### src/rtl/lsu_pkg.sv
// Shared definitions for the load/store unit.
//   - RV32I load/store funct3 encodings
//   - FSM state encoding (3-bit) and the state enum built on it
//   - Fault cause enum, kept for a future cause output
//   - Legality helper for funct3 by access direction
package lsu_pkg;

  localparam logic [2:0] F3_B  = 3'b000;
  localparam logic [2:0] F3_H  = 3'b001;
  localparam logic [2:0] F3_W  = 3'b010;
  localparam logic [2:0] F3_BU = 3'b100;
  localparam logic [2:0] F3_HU = 3'b101;

  localparam logic [2:0] ST_IDLE   = 3'd0;
  localparam logic [2:0] ST_LOAD   = 3'd1;
  localparam logic [2:0] ST_RMW_RD = 3'd2;
  localparam logic [2:0] ST_WRITE  = 3'd3;
  localparam logic [2:0] ST_RESP   = 3'd4;

  typedef enum logic [2:0] {
    IDLE   = ST_IDLE,
    LOAD   = ST_LOAD,
    RMW_RD = ST_RMW_RD,
    WRITE  = ST_WRITE,
    RESP   = ST_RESP
  } lsu_state_t;

  typedef enum logic [1:0] {
    FAULT_NONE,
    FAULT_RANGE,
    FAULT_MISALIGN,
    FAULT_ILLEGAL
  } lsu_fault_t;

  // Stores only have byte/half/word; loads additionally have the unsigned forms.
  function automatic logic f3Legal(input logic isStore, input logic [2:0] f3);
    if (isStore) return (f3 == F3_B) || (f3 == F3_H) || (f3 == F3_W);
    return (f3 == F3_B) || (f3 == F3_H) || (f3 == F3_W) ||
           (f3 == F3_BU) || (f3 == F3_HU);
  endfunction

endpackage

### src/rtl/lsu_byte_lane.sv
// Combinational byte-lane logic for the load/store unit.
//   funct3     : access size/signedness of the captured request
//   rdata      : word read from memory, byte 0 = byte at the request address
//   wdata      : store data (low bytes used for SB/SH)
//   loadData   : extracted and sign/zero-extended load result
//   mergedData : read word with the low byte/halfword replaced by store data
module lsu_byte_lane
  import lsu_pkg::*;
(
  input  logic [2:0]  funct3,
  input  logic [31:0] rdata,
  input  logic [31:0] wdata,
  output logic [31:0] loadData,
  output logic [31:0] mergedData
);

  logic signed [7:0]  rdByte;
  logic signed [15:0] rdHalf;

  assign rdByte = signed'(rdata[7:0]);
  assign rdHalf = signed'(rdata[15:0]);

  always_comb begin
    loadData = rdata;
    case (funct3)
      F3_B:    loadData = 32'(rdByte);
      F3_BU:   loadData = {24'h0, rdata[7:0]};
      F3_H:    loadData = 32'(rdHalf);
      F3_HU:   loadData = {16'h0, rdata[15:0]};
      default: loadData = rdata;
    endcase
  end

  // Only funct3[1:0] matters for stores; the upper bytes keep the read value.
  always_comb begin
    mergedData = wdata;
    case (funct3[1:0])
      2'b00:   mergedData = {rdata[31:8], wdata[7:0]};
      2'b01:   mergedData = {rdata[31:16], wdata[15:0]};
      default: mergedData = wdata;
    endcase
  end

endmodule

### src/rtl/load_store_unit.sv
// Load/store unit: initiator side of the core's data-memory port.
// Accepts one request at a time, checks it, then performs a load, a
// full-word store, or a read-modify-write for byte/halfword stores.
//   Clk, Rst          : clock (rising edge), asynchronous active-low reset
//   req_*             : request handshake and payload from execute stage
//   rsp_*             : one-cycle completion pulse with load data / fault
//   mem_*             : combinational-read, posedge-write data memory port
module load_store_unit
  import lsu_pkg::*;
#(
  parameter int MEM_BYTES        = 64,
  parameter bit ALLOW_MISALIGNED = 1'b1
) (
  input  logic        Clk,
  input  logic        Rst,
  input  logic        req_valid,
  output logic        req_ready,
  input  logic        req_store,
  input  logic [2:0]  req_funct3,
  input  logic [31:0] req_addr,
  input  logic [31:0] req_wdata,
  output logic        rsp_valid,
  output logic [31:0] rsp_rdata,
  output logic        rsp_fault,
  output logic [31:0] mem_addr,
  output logic [31:0] mem_wdata,
  output logic        mem_read,
  output logic        mem_write,
  input  logic [31:0] mem_rdata
);

  lsu_state_t  state;
  logic [31:0] addrQ;
  logic [2:0]  f3Q;
  logic [31:0] wordQ;
  logic        rspValidQ;
  logic [31:0] rspRdataQ;
  logic        rspFaultQ;
  logic [31:0] loadData;
  logic [31:0] mergedData;
  lsu_fault_t  reqCause;

  // The memory always touches 4 bytes, so the range check uses addr+4 for
  // every size; 33 bits keep addresses near 2^32 from wrapping into range.
  function automatic lsu_fault_t checkReq(input logic isStore, input logic [2:0] f3,
                                          input logic [31:0] addr);
    logic [32:0] endAddr;
    endAddr = {1'b0, addr} + 33'd4;
    if (!f3Legal(isStore, f3)) return FAULT_ILLEGAL;
    if (endAddr > 33'(MEM_BYTES)) return FAULT_RANGE;
    if (!ALLOW_MISALIGNED &&
        (((f3[1:0] == 2'b01) && addr[0]) ||
         ((f3[1:0] == 2'b10) && (addr[1:0] != 2'b00))))
      return FAULT_MISALIGN;
    return FAULT_NONE;
  endfunction

  assign reqCause = checkReq(req_store, req_funct3, req_addr);

  lsu_byte_lane uLane (
    .funct3     (f3Q),
    .rdata      (mem_rdata),
    .wdata      (wordQ),
    .loadData   (loadData),
    .mergedData (mergedData)
  );

  // wordQ starts as the store data and is overwritten with the merged word
  // in RMW_RD, so it is exactly what WRITE must present on mem_wdata.
  always_ff @(posedge Clk or negedge Rst) begin
    if (!Rst) begin
      state     <= IDLE;
      addrQ     <= '0;
      f3Q       <= '0;
      wordQ     <= '0;
      rspValidQ <= 1'b0;
      rspRdataQ <= '0;
      rspFaultQ <= 1'b0;
    end else begin
      rspValidQ <= 1'b0;
      case (state)
        IDLE: begin
          if (req_valid) begin
            addrQ <= req_addr;
            f3Q   <= req_funct3;
            wordQ <= req_wdata;
            if (reqCause != FAULT_NONE) begin
              state     <= RESP;
              rspValidQ <= 1'b1;
              rspFaultQ <= 1'b1;
              rspRdataQ <= '0;
            end else if (!req_store) begin
              state <= LOAD;
            end else if (req_funct3 == F3_W) begin
              state <= WRITE;
            end else begin
              state <= RMW_RD;
            end
          end
        end
        LOAD: begin
          rspRdataQ <= loadData;
          rspFaultQ <= 1'b0;
          rspValidQ <= 1'b1;
          state     <= RESP;
        end
        RMW_RD: begin
          wordQ <= mergedData;
          state <= WRITE;
        end
        WRITE: begin
          rspRdataQ <= '0;
          rspFaultQ <= 1'b0;
          rspValidQ <= 1'b1;
          state     <= RESP;
        end
        RESP: state <= IDLE;
        default: state <= IDLE;
      endcase
    end
  end

  // Strobes decode the state register alone; an asynchronous reset in WRITE
  // therefore removes mem_write before the next edge.
  assign mem_read  = (state == LOAD) || (state == RMW_RD);
  assign mem_write = (state == WRITE);
  assign mem_addr  = addrQ;
  assign mem_wdata = wordQ;
  assign req_ready = (state == IDLE);
  assign rsp_valid = rspValidQ;
  assign rsp_rdata = rspRdataQ;
  assign rsp_fault = rspFaultQ;

endmodule

### config.mk
export PLATFORM = sky130hd
export DESIGN_NAME = load_store_unit
export DESIGN_NICKNAME = d
export VERILOG_FILES = /design/src/rtl/lsu_pkg.sv /design/src/rtl/lsu_byte_lane.sv /design/src/rtl/load_store_unit.sv
export SDC_FILE = /design/constraint.sdc
export NUM_CORES = 1
export LEC_CHECK = 0
export BUFFER_PORTS_ARGS = -buffer_cell sky130_fd_sc_hd__buf_2
export CORE_MARGIN = 4
export CORE_UTILIZATION = 30
export DETAILED_ROUTE_END_ITERATION = 8
export PLACE_DENSITY = 0.63
export SYNTH_ARGS = -nofsm -noshare
export SYNTH_HDL_FRONTEND = slang
export SYNTH_SLANG_ARGS = --single-unit
### constraint.sdc
create_clock -name Clk -period 2.05 [get_ports Clk]
set_input_delay 0.205 -clock Clk [delete_from_list [all_inputs] [get_ports Clk]]
set_output_delay 0.205 -clock Clk [all_outputs]
set_load 0.1 [all_outputs]
# --- Yosys cells after proc, flatten, opt, wreduce, memory -nomap -nowiden ---
# Index checks and enable logic that the tools add are counted.
word_totals:
  ff_bits: 104
  latch_bits: 0
  mem_bits_rw: 0
  mem_bits_ro: 0
  in_bits: 103
  wordCells: 75
  n_memories: 0
op_classes:
  addsub: 1
  multipliers: 0
  div: 0
  order_cmp: 1
  eq_ne: 16
  n_shift: 0
  mux: 27
  n_bitwise: 1
  reduce_logical: 20
op_table:
  columns: ["cell", "count"]
  rows:
  - ["$pmux W32 S2", 2]
  - ["$pmux W32 S4", 1]
  - ["$mux W32", 3]
  - ["$pmux W32 S3", 1]
  - ["$add A32 B3 Y33 const B", 1]
  - ["$gt A33 B7 Y1 const B", 1]
  - ["$eq A3 B3 Y1 const B", 4]
  - ["$reduce_and A3 Y1", 4]
  - ["$mux W1", 10]
  - ["$mux W2", 5]
  - ["$eq A3 B1 Y1 const B", 3]
  - ["$eq A3 B2 Y1 const B", 3]
  - ["$logic_not A3 Y1", 3]
  - ["$pmux W3 S3", 1]
  - ["$mux W3", 2]
  - ["$reduce_bool A2 Y1", 3]
  - ["$logic_or A1 B1 Y1", 5]
  - ["$ne A2 B1 Y1 const B", 2]
  - ["$ne A2 B2 Y1 const B", 2]
  - ["$pmux W1 S2", 2]
  - ["$reduce_and A4 Y1", 1]
  - ["$ne A3 B1 Y1 const B", 1]
  - ["$reduce_bool A3 Y1", 1]
  - ["$eq A2 B1 Y1 const B", 1]
  - ["4 further kinds", 4]

# --- Logic depth before layout (Yosys ltp) ---
depth:
  depth_word: 14
  ltp_mapped: 8

# --- Cells and area by module ---
# Synthesis repeated with hierarchy kept, for this count alone.
unflattened:
  cells_unflattened: 492
  area_unflattened_um2: 5444.0
by_module_without_submodules:
  columns: ["mod", "instances", "cells_each", "area_each_um2", "seq_area_each_um2"]
  rows:
  - ["load_store_unit", 1, 398, 4745.8, 2602.5]
  - ["lsu_byte_lane", 1, 94, 698.2, 0.0]

# --- Least setup slack after synthesis ---
# No wires, ideal clock.
synth_timing:
  path_type: "reg-to-reg"
  from: "register state[0]"
  to: "register rspRdataQ[16] (netlist: rsp_rdata[16])"
  setup_time_ns: 0.125
  arrival_time_ns: 3.781
  t_required_ns: 1.925
  path_slack_ns: -1.856
  path_stages_with_launch: 6
  n_path_buf: 1
  cell_sequence: "dfrtp_1 > nor3_1 > nand2_1 > a31oi_4 > buf_6 > o21ai_2"
synth_via:
  elab_chain_cells: 3
  word_cells_on_any_way: 8
  classes_between: "4 x eq/ne; 1 x mux; 3 x reduce/logical"
synth_lines:
  columns: ["element", "line_no", "source"]
  rows:
  - ["start, declared", "load_store_unit.sv:32", "lsu_state_t state;"]
  - ["start signal, assigned", "load_store_unit.sv:72", "state <= IDLE;"]
  - ["start signal, assigned", "load_store_unit.sv:88", "state <= RESP;"]
  - ["start signal, assigned", "load_store_unit.sv:93", "state <= LOAD;"]
  - ["$logic_not A3 Y1 (*)", null, null]
  - ["net req_ready", "load_store_unit.sv:17", "output logic req_ready,"]
  - ["$ne A2 B1 Y1 (no source line), or another cell as far along", null, null]
  - ["$reduce_and A3 Y1 (no source line)", null, null]
  - ["end signal, assigned", "load_store_unit.sv:102", "rspRdataQ <= loadData;"]
  - ["end, declared", "load_store_unit.sv:37", "logic [31:0] rspRdataQ;"]
# The timed path passes the listed nets; every way through them passes the cells marked *.
# A chain may end at the register's enable or synchronous reset.

# --- Worst setup path after layout ---
layout_timing:
  from: "input port req_addr[7]"
  to: "register state[0]"
layout_via:
  elab_chain_cells: 10
  word_cells_on_any_way: 11
  classes_between: "1 x add/sub; 1 x order compare; 8 x mux; 1 x reduce/logical"
layout_lines:
  columns: ["element", "line_no", "source"]
  rows:
  - ["start, declared", "load_store_unit.sv:20", "input logic [31:0] req_addr,"]
  - ["$add A32 B3 Y33 (*)", "load_store_unit.sv:48", "endAddr = {1'b0, addr} + 33'd4;"]
  - ["$gt A33 B7 Y1 (*)", "load_store_unit.sv:50", "if (endAddr > 33'(MEM_BYTES)) return FAULT_RANGE;"]
  - ["$mux W1 (2 in series)", "load_store_unit.sv:50", null]
  - ["$mux W2 (*)", "load_store_unit.sv:51", "if (!ALLOW_MISALIGNED &&"]
  - ["$mux W2 (*)", "load_store_unit.sv:50", null]
  - ["$reduce_bool A2 Y1 (*)", "load_store_unit.sv:87", "if (reqCause != FAULT_NONE) begin"]
  - ["$mux W3 (*)", "load_store_unit.sv:87", null]
  - ["$mux W3 (*)", "load_store_unit.sv:83", "if (req_valid) begin"]
  - ["$pmux W3 S3 (*)", "load_store_unit.sv:81", "case (state)"]
  - ["end signal, assigned", "load_store_unit.sv:88", null]
  - ["end signal, assigned", "load_store_unit.sv:93", null]
  - ["end signal, assigned", "load_store_unit.sv:95", "state <= WRITE;"]
# Every way passes the cells marked *; elsewhere a longest branch is shown, timed or not. The select of a mux whose other input is x is not followed.

==> results.txt <==
- CTS buffer count: 9
* Remaining global-route overflow: 0
- By startpoint and endpoint, the worst setup path is classified as in -> reg.
- Entering global routing, the biggest net connects 38 pins.
* Final routed DRC violation total: 0
* Post-synth cell types: 42
* Tightest hold margin: 0.0594 ns
* Sinks on the clock net: 104
* Share of final-layout standard cells stronger than drive strength 1: 50.6%
* Largest stage delay on the critical path: 0.52 ns
- The run finished with clean final reports.
- Counting cells, the worst reg-to-reg path comes to 6.
- Launch instance of the worst register-to-register path: state[0]$_DFFE_PN0P_
- The H-tree was split into 3 levels.
- The die is 136 um tall.
* Vias per cell: 4.69
- Kind of cell with the highest combined delay on the critical path: simple AND/OR/NAND/NOR gates
- I/O pin count: 204
* Total Power Consumption: 6320 uW
- Row Count: 46
- Critical Path End Type: register
* Fraction of power spent switching nets: 41.8%
- Net Sw Power: 2640 uW
- The share of total power dissipated in the clock network is 28.1%.
* Critical Path Slowest Stage Cell: sky130_fd_sc_hd__or4_4
* Power share of the combinational group: 34.9%
* Detailed Routing Iterations Pass 1: 4
- The count of buffers added on input and output ports is 203.
- In this run, synthesis produced a sequential element count of 104.
- Diodes inserted: 0
- Period utilization: 96.6%
- Counting I/O delays and the setup requirement, the final critical path takes 1.98 ns.
- Clk Latency, worst-skew pair: 0.34 ns
- Timing analysis after detailed placement gives a worst setup slack of -0.351 ns.
- Critical Path Fanout Max: 4
* Share of synthesized area occupied by flip-flops and latches: 53.0%
- WHS Path Cells: 3
* Die ar.: 18500 um^2
- In this run, flip-flops and latches consume 37.1% of the power.
- Synthesis produced a netlist whose cell count is 459.
- Area of the core region: 15900 um^2
- Setup TNS: 0 ns
- Clock root cell: sky130_fd_sc_hd__clkbuf_16
- Remaining antenna violation count after routing: 0
- The number of placed instances, taps included, is 899.
* Wire per inst: 15.9 um
- Overall track demand over capacity in global routing: 15.8%
- Number of warning messages in the yosys log: 0
- TritonCTS clock tree: yes
- Clk_skew: 0.00601 ns
- In this run the tightest slew margin relative to its limit is 58.0%.
- Data on the critical path arrives at its endpoint at 2.22 ns.
- The worst hold path begins at mem_rdata[5].
* Kind of start point of the critical path: primary input
* Slew at the pin with the worst max-slew slack: 0.630 ns
* Post-synth EDFFs: 0
- Tracing the worst setup path back leads to its startpoint at req_addr[7].
- Across all layers, the routed design uses 4303 vias.
* Predominant post-synthesis flop cell: sky130_fd_sc_hd__dfrtp_1
* Max capacitance violation total: 0
- Walking the worst path, the cells encountered are buf_2, nand3_4, or4_4, a21o_1, a211o_1, nor4_4, nand3_1, o31ai_1.
* Internal portion of total power: 3680 uW
* Initial cell density of the core: 30.8%
- In this run the worst hold path is classified as in -> reg.
* Worst IR drop on VDD: 0.701 mV
- Via count of the first global-routing pass: 4267
* Non-Filler Instances: 917
- Synthesis produced a netlist with a net count of 562.
- The total count of max-transition violations in the final report is 0.
- Layout fillers: 1558
- Post-route worst setup slack: 0.0706 ns
- The final hold violation count was 0.
- The first global-routing pass estimated 22.7 mm of wire.
- At the worst endpoint, the required time is 2.29 ns.
- Pleak: 0.00332 uW
* Average cell area after synthesis: 10.7 um^2
- Relative to the synthesized area, the layout overhead comes to 40.2%.
- After synthesis, the share of flip-flops with an asynchronous set or reset is 100%.
- Deepest clock path buffer count: 2
* Clock transition time at the flip-flop clock pins of the worst setup and hold paths: 0.07 ns
- Final Net Count: 799
- The initial antenna violation count was 1.
- Worst path bufs/invs: 1
* Setup repair after global routing missed its margin: yes
* Number of endpoints failing setup at the final stage: 0
* Total Routed Length: 14.6 mm
- Synthesized cell area: 4910 um^2
* Floorplan die width: 136 um
- Pwr dens: 917 nW/um^2
* Highest clock frequency the design can meet: 505 MHz
- Detail Placement HPWL: 11.5 mm
* Initial DRC count: 143
- The critical path crosses 8 cells after its start point.
- At the end of routability-driven placement, the weighted congestion stood at 0.826.
==> tightest hold or removal path, stage by stage <==
cell and delay [ns]:
sky130_fd_sc_hd__buf_2 0.08, sky130_fd_sc_hd__nand2_1 0.05, sky130_fd_sc_hd__o21ai_2 0.04
==> registers in the layout, indices dropped and copies added, names as in the netlist <==
| name | count |
|---|---|
| f3Q | 3 |
| rsp_rdata | 32 |
| mem_wdata | 32 |
| rsp_valid | 1 |
| mem_addr | 32 |
| rsp_fault | 1 |
| state | 3 |
==> through the flow <==
stage               util [%]  instance area [um^2]
floorplan                  -                  5000
global placement        41.0                  6540
detailed placement      41.0                  6540
CTS                     43.0                  6860
global route            43.2                  6890
finish                  43.2                  6890
==> final timing paths <==
check	end	slack, ns
hold reg to reg	mem_wdata[10]$_DFFE_PN0P_	0.47
max in group asynchronous	mem_wdata[21]$_DFFE_PN0P_	1.12
setup reg to reg	mem_wdata[25]$_DFFE_PN0P_	0.26
min in group asynchronous	mem_wdata[7]$_DFFE_PN0P_	0.35
setup / recovery	state[0]$_DFFE_PN0P_	0.07
hold / removal	rsp_rdata[5]$_DFFE_PN0P_	0.06
==> cell families after synthesis <==
| logic type | after synthesis | share of synthesized area (%) |
|---|---|---|
| AO/OA/AOI/OAI | 111 | 14.9 |
| XOR/XNOR | 3 | 0.535 |
| buffers and inverters | 26 | 2.44 |
| flip-flops | 104 | 53.0 |
| multiplexers | 69 | 15.2 |
| AND/OR/NAND/NOR | 146 | 14.0 |
==> repair_timing <==
| action | 4_1_cts | 5_1_grt |
|---|---|---|
| setup buffers | 0 | 1 |
| endpoints found under the setup margin | 0 | 21 |
| hold buffers | 1 | 0 |
| resized for setup | 0 | 7 |
| endpoints found under the hold margin | 31 | 0 |
==> Yosys cell counts, types with 2 or more instances <==
master | n | area, um^2
sky130_fd_sc_hd__dfrtp_1 | 104 | 2600
sky130_fd_sc_hd__buf_6 | 3 | 33.8
sky130_fd_sc_hd__a21bo_2 | 2 | 20.0
sky130_fd_sc_hd__clkbuf_1 | 19 | 71.3
sky130_fd_sc_hd__o21ai_2 | 29 | 254
sky130_fd_sc_hd__nand2_1 | 94 | 353
sky130_fd_sc_hd__nand2b_1 | 2 | 12.5
sky130_fd_sc_hd__mux2i_1 | 26 | 260
sky130_fd_sc_hd__nand3_1 | 9 | 45.0
sky130_fd_sc_hd__a21boi_0 | 3 | 22.5
sky130_fd_sc_hd__nand4_1 | 7 | 43.8
sky130_fd_sc_hd__nor2_1 | 15 | 56.3
sky130_fd_sc_hd__nor3b_1 | 2 | 15.0
sky130_fd_sc_hd__and4_1 | 2 | 17.5
sky130_fd_sc_hd__inv_1 | 4 | 15.0
sky130_fd_sc_hd__a21oi_1 | 3 | 15.0
sky130_fd_sc_hd__o21ai_0 | 62 | 310
sky130_fd_sc_hd__nor3_1 | 2 | 10.0
sky130_fd_sc_hd__a21o_1 | 2 | 15.0
sky130_fd_sc_hd__mux2_2 | 43 | 484
sky130_fd_sc_hd__nor4_2 | 2 | 25.0
sky130_fd_sc_hd__xor2_1 | 3 | 26.3
sky130_fd_sc_hd__nor4_1 | 2 | 12.5
==> area by class of cell <==
| class | count | area, um^2 | area share (%) |
|---|---|---|---|
| Tap cell | 216 | 270 | 3.92 |
| Inverter | 4 | 15.0 | 0.218 |
| Clock buffer | 11 | 253 | 3.67 |
| Timing Repair Buffer | 248 | 1430 | 20.8 |
| Clock inverter | 5 | 55.1 | 0.799 |
| Multi-Input combinational cell | 329 | 2260 | 32.8 |
| Sequential cell | 104 | 2600 | 37.8 |
==> metal layers <==
layer / global-route usage (%) / share of wire [%]
met1: 20.0 / 43
met2: 25.2 / 46
met3: 6.00 / 8.9
met4: 4.59 / 1.7
met5: 0 / 0.089
==> power groups by stage <==
stage	registers, uW	clock network (uW)	logic [uW]
floorplan	3700	0	349
global placement	2370	0	2210
detailed placement	2380	0	2210
CTS	2340	1850	2220
global route	2370	1930	2300
finish	2340	1770	2200
==> placed cells by master (no fill, tap or decap), types with 3 or more instances in the layout <==
| master | count |
|---|---|
| sky130_fd_sc_hd__buf_2 | 200 |
| sky130_fd_sc_hd__dfrtp_1 | 104 |
| sky130_fd_sc_hd__nand2_1 | 93 |
| sky130_fd_sc_hd__o21ai_0 | 59 |
| sky130_fd_sc_hd__mux2_2 | 43 |
| sky130_fd_sc_hd__buf_4 | 41 |
| sky130_fd_sc_hd__o21ai_2 | 30 |
| sky130_fd_sc_hd__mux2i_1 | 26 |
| sky130_fd_sc_hd__nor2_1 | 14 |
| sky130_fd_sc_hd__clkbuf_16 | 9 |
| sky130_fd_sc_hd__nand3_1 | 8 |
| sky130_fd_sc_hd__nand4_1 | 7 |
| sky130_fd_sc_hd__buf_12 | 5 |
| sky130_fd_sc_hd__inv_1 | 4 |
| sky130_fd_sc_hd__a21boi_0 | 3 |
| sky130_fd_sc_hd__xor2_1 | 3 |
(Power assumes the default switching activity.)
